`config.mk`:
```
export PLATFORM = sky130hd
export DESIGN_NAME = scr1_pipe_mprf_wb
export DESIGN_NICKNAME = d
export VERILOG_FILES = /design/src/rtl/scr1_pipe_mprf_wb.sv
export SDC_FILE = /design/constraint.sdc
export NUM_CORES = 1
export LEC_CHECK = 0
export ABC_AREA = 0
export ABC_CLOCK_PERIOD_IN_PS = 3090
export CORE_UTILIZATION = 40
export DETAILED_ROUTE_END_ITERATION = 8
export PLACE_DENSITY = 0.68
export SLEW_MARGIN = 5
export SYNTH_ARGS = -nofsm -noshare
export SYNTH_HDL_FRONTEND = slang
export SYNTH_HIERARCHICAL = 1
export SYNTH_SLANG_ARGS = --single-unit
```
`constraint.sdc`:
```
create_clock -name clk -period 3.09 [get_ports clk]
set_input_delay 0.4635 -clock clk [delete_from_list [all_inputs] [get_ports clk]]
set_output_delay 0.4635 -clock clk [all_outputs]
set_load 0.05 [all_outputs]
```
`src/rtl/scr1_pipe_mprf_wb.sv`:
```
// MPRF writeback initiator: merges ALU and long-latency results onto the single
// register-file write port and scoreboards long-op destinations for issue stalls.
module scr1_pipe_mprf_wb #(
  parameter int XLEN     = 32,
  parameter int AWIDTH   = 5,
  parameter int LQ_DEPTH = 2
) (
  input  logic              clk,
  input  logic              rst_n,
  input  logic              iss_vd_i,
  input  logic [AWIDTH-1:0] iss_rs1_addr_i,
  input  logic [AWIDTH-1:0] iss_rs2_addr_i,
  input  logic [AWIDTH-1:0] iss_rd_addr_i,
  input  logic              iss_rd_long_i,
  output logic              iss_stall_o,
  input  logic              alu_wb_vd_i,
  input  logic [AWIDTH-1:0] alu_wb_addr_i,
  input  logic [XLEN-1:0]   alu_wb_data_i,
  input  logic              lng_wb_vd_i,
  input  logic [XLEN-1:0]   lng_wb_data_i,
  output logic              lng_wb_rdy_o,
  output logic              exu2mprf_w_req_o,
  output logic [AWIDTH-1:0] exu2mprf_rd_addr_o,
  output logic [XLEN-1:0]   exu2mprf_rd_data_o
);

  localparam int NREG  = 1 << AWIDTH;
  localparam int LQ_AW = (LQ_DEPTH > 2) ? $clog2(LQ_DEPTH) : 1;
  localparam logic [LQ_AW:0]   LQ_FULL_CNT = (LQ_AW + 1)'(LQ_DEPTH);
  localparam logic [LQ_AW:0]   CNT_ONE     = (LQ_AW + 1)'(1'b1);
  localparam logic [LQ_AW-1:0] PTR_ONE     = LQ_AW'(1'b1);

  logic [NREG-1:0]   pend_q, pend_d;
  logic [AWIDTH-1:0] lq_mem_q [LQ_DEPTH];
  logic [AWIDTH-1:0] lq_mem_d [LQ_DEPTH];
  logic [LQ_AW-1:0]  lq_rd_ptr_q, lq_rd_ptr_d;
  logic [LQ_AW-1:0]  lq_wr_ptr_q, lq_wr_ptr_d;
  logic [LQ_AW:0]    lq_cnt_q, lq_cnt_d;
  logic              sk_vd_q, sk_vd_d;
  logic [AWIDTH-1:0] sk_addr_q, sk_addr_d;
  logic [XLEN-1:0]   sk_data_q, sk_data_d;

  logic              lq_full_s, lq_empty_s;
  logic              iss_acc_s, lq_push_s, lq_pop_s;
  logic [AWIDTH-1:0] lng_addr_s;
  logic              sel_vd_s, lng_wr_vd_s, sk_load_s, sk_clr_s;
  logic [AWIDTH-1:0] sel_addr_s;
  logic [XLEN-1:0]   sel_data_s;

  // Issue hazard detection and long-result acceptance
  always_comb begin
    lq_full_s   = (lq_cnt_q == LQ_FULL_CNT);
    lq_empty_s  = (lq_cnt_q == '0);
    iss_stall_o = iss_vd_i & (pend_q[iss_rs1_addr_i] | pend_q[iss_rs2_addr_i]
                             | pend_q[iss_rd_addr_i] | (iss_rd_long_i & lq_full_s));
    iss_acc_s    = iss_vd_i & ~iss_stall_o;
    lq_push_s    = iss_acc_s & iss_rd_long_i;
    lng_wb_rdy_o = ~sk_vd_q;
    // A result arriving with nothing outstanding is dropped without popping
    lq_pop_s     = lng_wb_vd_i & ~sk_vd_q & ~lq_empty_s;
    lng_addr_s   = lq_mem_q[lq_rd_ptr_q];
  end

  // Write-port arbitration: ALU first, then skid, then pass-through long result
  always_comb begin
    sel_vd_s    = 1'b0;
    sel_addr_s  = '0;
    sel_data_s  = '0;
    lng_wr_vd_s = 1'b0;
    sk_load_s   = 1'b0;
    sk_clr_s    = 1'b0;
    if (alu_wb_vd_i) begin
      sel_vd_s   = 1'b1;
      sel_addr_s = alu_wb_addr_i;
      sel_data_s = alu_wb_data_i;
      sk_load_s  = lq_pop_s;
    end else if (sk_vd_q) begin
      sel_vd_s    = 1'b1;
      sel_addr_s  = sk_addr_q;
      sel_data_s  = sk_data_q;
      lng_wr_vd_s = 1'b1;
      sk_clr_s    = 1'b1;
    end else if (lq_pop_s) begin
      sel_vd_s    = 1'b1;
      sel_addr_s  = lng_addr_s;
      sel_data_s  = lng_wb_data_i;
      lng_wr_vd_s = 1'b1;
    end else begin
      sel_vd_s = 1'b0;
    end
    exu2mprf_w_req_o   = sel_vd_s & (sel_addr_s != '0);
    exu2mprf_rd_addr_o = sel_addr_s;
    exu2mprf_rd_data_o = sel_data_s;
  end

  // Next state for scoreboard, destination queue and skid buffer
  always_comb begin
    pend_d      = pend_q;
    lq_mem_d    = lq_mem_q;
    lq_rd_ptr_d = lq_rd_ptr_q;
    lq_wr_ptr_d = lq_wr_ptr_q;
    sk_vd_d     = sk_vd_q;
    sk_addr_d   = sk_addr_q;
    sk_data_d   = sk_data_q;

    if (lng_wr_vd_s) begin
      pend_d[sel_addr_s] = 1'b0;
    end else begin
      pend_d = pend_d;
    end
    if (lq_push_s) begin
      pend_d[iss_rd_addr_i] = (iss_rd_addr_i != '0);
      lq_mem_d[lq_wr_ptr_q] = iss_rd_addr_i;
      lq_wr_ptr_d           = lq_wr_ptr_q + PTR_ONE;
    end else begin
      lq_wr_ptr_d = lq_wr_ptr_q;
    end
    pend_d[0] = 1'b0;

    if (lq_pop_s) begin
      lq_rd_ptr_d = lq_rd_ptr_q + PTR_ONE;
    end else begin
      lq_rd_ptr_d = lq_rd_ptr_q;
    end

    case ({lq_push_s, lq_pop_s})
      2'b10:   lq_cnt_d = lq_cnt_q + CNT_ONE;
      2'b01:   lq_cnt_d = lq_cnt_q - CNT_ONE;
      default: lq_cnt_d = lq_cnt_q;
    endcase

    if (sk_load_s) begin
      sk_vd_d   = 1'b1;
      sk_addr_d = lng_addr_s;
      sk_data_d = lng_wb_data_i;
    end else if (sk_clr_s) begin
      sk_vd_d = 1'b0;
    end else begin
      sk_vd_d = sk_vd_q;
    end
  end

  // State registers
  always_ff @(posedge clk or negedge rst_n) begin
    if (!rst_n) begin
      pend_q      <= '0;
      lq_rd_ptr_q <= '0;
      lq_wr_ptr_q <= '0;
      lq_cnt_q    <= '0;
      sk_vd_q     <= 1'b0;
      sk_addr_q   <= '0;
      sk_data_q   <= '0;
      for (int i = 0; i < LQ_DEPTH; i++) begin
        lq_mem_q[i] <= '0;
      end
    end else begin
      pend_q      <= pend_d;
      lq_rd_ptr_q <= lq_rd_ptr_d;
      lq_wr_ptr_q <= lq_wr_ptr_d;
      lq_cnt_q    <= lq_cnt_d;
      sk_vd_q     <= sk_vd_d;
      sk_addr_q   <= sk_addr_d;
      sk_data_q   <= sk_data_d;
      lq_mem_q    <= lq_mem_d;
    end
  end

  scr1_pipe_mprf_wb_chk u_chk (
    .clk          (clk),
    .rst_n        (rst_n),
    .lng_wb_vd_i  (lng_wb_vd_i),
    .lng_wb_rdy_i (lng_wb_rdy_o),
    .lq_empty_i   (lq_empty_s)
  );

endmodule

// Protocol checker: a long result must never arrive with no destination queued.
module scr1_pipe_mprf_wb_chk (
  input logic clk,
  input logic rst_n,
  input logic lng_wb_vd_i,
  input logic lng_wb_rdy_i,
  input logic lq_empty_i
);

  // Flag orphan long results
  a_lng_no_dest: assert property (@(posedge clk) disable iff (!rst_n)
    !(lng_wb_vd_i && lng_wb_rdy_i && lq_empty_i));

endmodule

```
==> metrics.txt, run 1 <==
# TYPE chip_impl_metric gauge
chip_impl_metric{name="area_growth_from_synthesis_to_layout",unit="%"} 39.74
chip_impl_metric{name="grt_start_max_net_pins",unit=""} 84
chip_impl_metric{name="place_congestion",unit=""} 0.8880
chip_impl_metric{name="top_level_ports",unit=""} 130
chip_impl_metric{name="max_cap_violations",unit=""} 0
chip_impl_info{name="cp-end-kind",value="primary output"} 1
chip_impl_metric{name="post_synth_inst_count",unit=""} 499
chip_impl_info{name="critical_path.slowest_cell",value="clkdlybuf4s50_1"} 1
chip_impl_info{name="holdCritPathClass",value="input port to asynchronous set/reset pin"} 1
chip_impl_metric{name="slew_violations",unit=""} 0
chip_impl_metric{name="ys_warn_count",unit=""} 6
chip_impl_info{name="yosysTopAreaCell",value="dfrtp_1"} 1
chip_impl_metric{name="final_net_count",unit=""} 740
chip_impl_metric{name="synth_seq_cells",unit=""} 83
chip_impl_metric{name="worst-path-buf-inv",unit=""} 3
chip_impl_metric{name="area_taken_by_flip_flops_and_latches",unit="µm²"} 2077
chip_impl_metric{name="latest_clock_arrival_within_the_worst_skew_pair",unit="ps"} 340
chip_impl_metric{name="layout-drive-gt1-share",unit="%"} 26.95
chip_impl_info{name="worst-setup-path-type",value="input port to primary output"} 1
chip_impl_metric{name="power.static_leakage",unit="µW"} 0.002966
chip_impl_info{name="synthFlopType",value="dfrtp_1"} 1
chip_impl_metric{name="floorplan.initialDensity",unit="%"} 41.47
chip_impl_info{name="path_delay_family",value="buffers and inverters"} 1
chip_impl_metric{name="clk_transition_reported_paths",unit="ps"} 60
chip_impl_metric{name="synth.lib_cells_used.distinct",unit=""} 52
chip_impl_metric{name="route.detailed.drc",unit=""} 0
chip_impl_metric{name="final_setup_violating_endpoints",unit=""} 0
chip_impl_metric{name="worst_slack",unit="ps"} 34.82
chip_impl_metric{name="synth-edff-count",unit=""} 0
chip_impl_metric{name="die_y",unit="µm"} 114.1
chip_impl_metric{name="multiInputGateArea",unit="µm²"} 2789
chip_impl_info{name="critPathLaunchType",value="input port"} 1
chip_impl_metric{name="first_iter_violations",unit=""} 265
chip_impl_info{name="grt_setup_unrepaired",value="false"} 1
chip_impl_metric{name="numClockSinks",unit=""} 83
chip_impl_metric{name="via_count",unit=""} 4672
chip_impl_metric{name="viasPerCell",unit=""} 5.691
chip_impl_metric{name="vias_in_the_first_global_route",unit=""} 4727
chip_impl_metric{name="critPathRequiredTime",unit="ps"} 2630
chip_impl_metric{name="mappedNetlistArea",unit="µm²"} 5022
chip_impl_metric{name="finalWirelength",unit="µm"} 15500
chip_impl_metric{name="critPathMaxFanout",unit=""} 11
chip_impl_metric{name="hpwl",unit="µm"} 11410
chip_impl_metric{name="finalHoldViolations",unit=""} 0
chip_impl_metric{name="max_clock_freq",unit="GHz"} 0.3273
chip_impl_metric{name="globalRoute.totalOverflow",unit=""} 0
chip_impl_metric{name="die-area",unit="µm²"} 13010
chip_impl_info{name="cts_root_buf",value="clkbuf_16"} 1
chip_impl_metric{name="cts-htree-levels",unit=""} 3
chip_impl_info{name="synth_area_leaders",value="dfrtp_1 (41%), mux2_2 (11%), o21ai_0 (7.7%)"} 1
chip_impl_metric{name="area_share_of_the_leading_cell_type_in_the_synthesized_netlist",unit="%"} 41.36
chip_impl_metric{name="placement.io_buffers",unit=""} 129
chip_impl_metric{name="grt_pass1_wl",unit="µm"} 24550
chip_impl_metric{name="placementRows",unit=""} 40
chip_impl_metric{name="cp.arrival",unit="ps"} 2590
chip_impl_metric{name="synthArstFlopShare",unit="%"} 100.0
chip_impl_info{name="cts_tree",value="yes"} 1
chip_impl_metric{name="combined_global_route_utilization_of_all_metal_layers",unit="%"} 24.67
chip_impl_metric{name="dpl_worst_slack",unit="ps"} -220.5
chip_impl_info{name="ys_top_cells_by_count",value="dfrtp_1 (83), o21ai_0 (77), nand2_1 (53)"} 1
chip_impl_info{name="outcome",value="finished clean"} 1
chip_impl_metric{name="period_share",unit="%"} 98.87
chip_impl_metric{name="cpPeakStageDelay",unit="ps"} 510
chip_impl_metric{name="clk_path_buf_depth",unit=""} 2
chip_impl_metric{name="cts_buffers",unit=""} 9
chip_impl_metric{name="layout_min_cycle_time",unit="ps"} 3055
chip_impl_metric{name="insertedDiodeCount",unit=""} 0
chip_impl_metric{name="antenna_violating_nets_post_route",unit=""} 0
chip_impl_metric{name="syn_area_per_cell",unit="µm²"} 10.06
chip_impl_metric{name="peakVddDrop",unit="V"} 0.0003778
chip_impl_metric{name="core_area",unit="µm²"} 12110
chip_impl_metric{name="synth_fp_nets",unit=""} 590
chip_impl_metric{name="tightestPinTransition",unit="ps"} 1065
chip_impl_info{name="yosys.cell_count.top_type",value="dfrtp_1"} 1
chip_impl_metric{name="synth_sequential_area_ratio",unit="%"} 41.36
chip_impl_metric{name="drt_pass1_iterations",unit=""} 5
chip_impl_metric{name="detail_route.wl_per_cell",unit="µm"} 18.88
chip_impl_metric{name="totalPowerFinal",unit="µW"} 5088
chip_impl_metric{name="timing.clock.skew",unit="ps"} 8.995
chip_impl_metric{name="holdBufCountCts",unit=""} 0
chip_impl_metric{name="initial_antenna_violation_count",unit=""} 0
chip_impl_metric{name="die_width",unit="µm"} 114.1
chip_impl_metric{name="power.density_cell_area",unit="nW/µm²"} 725.0
chip_impl_metric{name="slew_headroom",unit="%"} 28.99
chip_impl_metric{name="n_fill_cell",unit=""} 1075
chip_impl_info{name="worstPathCellList",value="clkdlybuf4s50_1, buf_12, mux2i_2, a22oi_1, nand3_1, nand4_1, or2_2, o31a_1, buf_6"} 1
repair_timing:
action                                  CTS  global route
buffers inserted                          0             3
endpoints found under the setup margin    2             2
gates resized for setup                  10             6
pin swaps                                 1             0
placed cells by master, fill, tap and decap left out, types with 4 or more instances in the layout:
| cell type | count |
|---|---|
| dfrtp_1 | 83 |
| clkdlybuf4s50_1 | 82 |
| o21ai_0 | 76 |
| buf_4 | 76 |
| nand2_1 | 53 |
| mux2_2 | 50 |
| a22oi_1 | 36 |
| mux2i_1 | 25 |
| nand3_1 | 19 |
| mux4_2 | 11 |
| nor2_1 | 10 |
| clkbuf_16 | 9 |
| o31ai_1 | 8 |
| a21oi_1 | 7 |
| nor2b_1 | 6 |
| inv_1 | 5 |
| nand2b_1 | 5 |
| nand3b_1 | 5 |
| buf_12 | 5 |
| and2_1 | 4 |
| o21a_1 | 4 |
| buf_6 | 4 |
cell families after synthesis:
| family | synth area share, % |
|---|---|
| AO/OA/AOI/OAI | 19.93 |
| XOR/XNOR | 0.8721 |
| adder cells (fa/ha/maj) | 0.2491 |
| buffers and inverters | 3.513 |
| flip-flops | 41.36 |
| multiplexers | 21.33 |
| AND/OR/NAND/NOR | 12.76 |
state kept, by name (all words and copies together) (netlist names):
register,flops
lq_cnt_q,2
lq_mem_q,10
lq_rd_ptr_q,1
lq_wr_ptr_q,1
pend_q,31
sk_addr_q,5
sk_data_q,32
sk_vd_q,1
path summary, 6_finish.rpt:
check | start | endpoint | slack (ps) | depth (start not counted)
worst min-delay path | rst_n | pend_q[2] | 300 | 1
worst max-delay path | iss_rs1_addr_i[0] | iss_stall_o | 30 | 9
worst max register to register | pend_q[21] | lq_mem_q[8] | 470 | 8
min in group clk | lq_mem_q[0] | lq_mem_q[0] | 500 | 1
max in group asynchronous | rst_n | sk_data_q[16] | 2080 | 1
worst min register to register | lq_mem_q[0] | lq_mem_q[0] | 500 | 1
layer usage:
layer,part of all wire (%),global-route usage (%),vias to the layer above
met1,42,31.37,2251
met5,0,0,-
met2,47,39.84,206
met3,6.6,4.976,43
met4,3.9,12.90,0
li1,-,-,2172
area by class of cell:
type	instances	share of cell area (%)
Sequential cell	83	29.60
Clock buffer	13	3.566
Timing Repair Buffer	174	22.77
Clock inverter	2	0.8558
Inverter	9	0.4814
Multi-Input combinational cell	372	39.74
Tap cell	168	2.995
per-stage QoR:
stage               TNS, ps  instances  hold WS, ps  cell area [µm²]  utilization (%)
floorplan                 0        499        167.9             5022                -
global placement      -2224        803        475.6             6661            55.00
detailed placement    -3792        803        489.0             6661            55.00
CTS                       0        818        362.9             6985            57.68
global route              0        821        410.4             7018            57.94
finish                    0        821        298.2             7018            57.94
report_power, final:
group | switching (µW) | internal, µW | leakage (µW) | total, µW
sequential | 352 | 1530 | 0.00103 | 1880
combinational | 1110 | 966 | 0.00178 | 2080
clock | 405 | 726 | 0.000150 | 1130
No activity file was read; power rests on OpenSTA's default activity.
==> run 2: changes to the inputs <==
- GPL_TIMING_DRIVEN: default -> 1
==> results of run 2 <==
The final DEF is identical to that of run 1; final timing and power are the same.
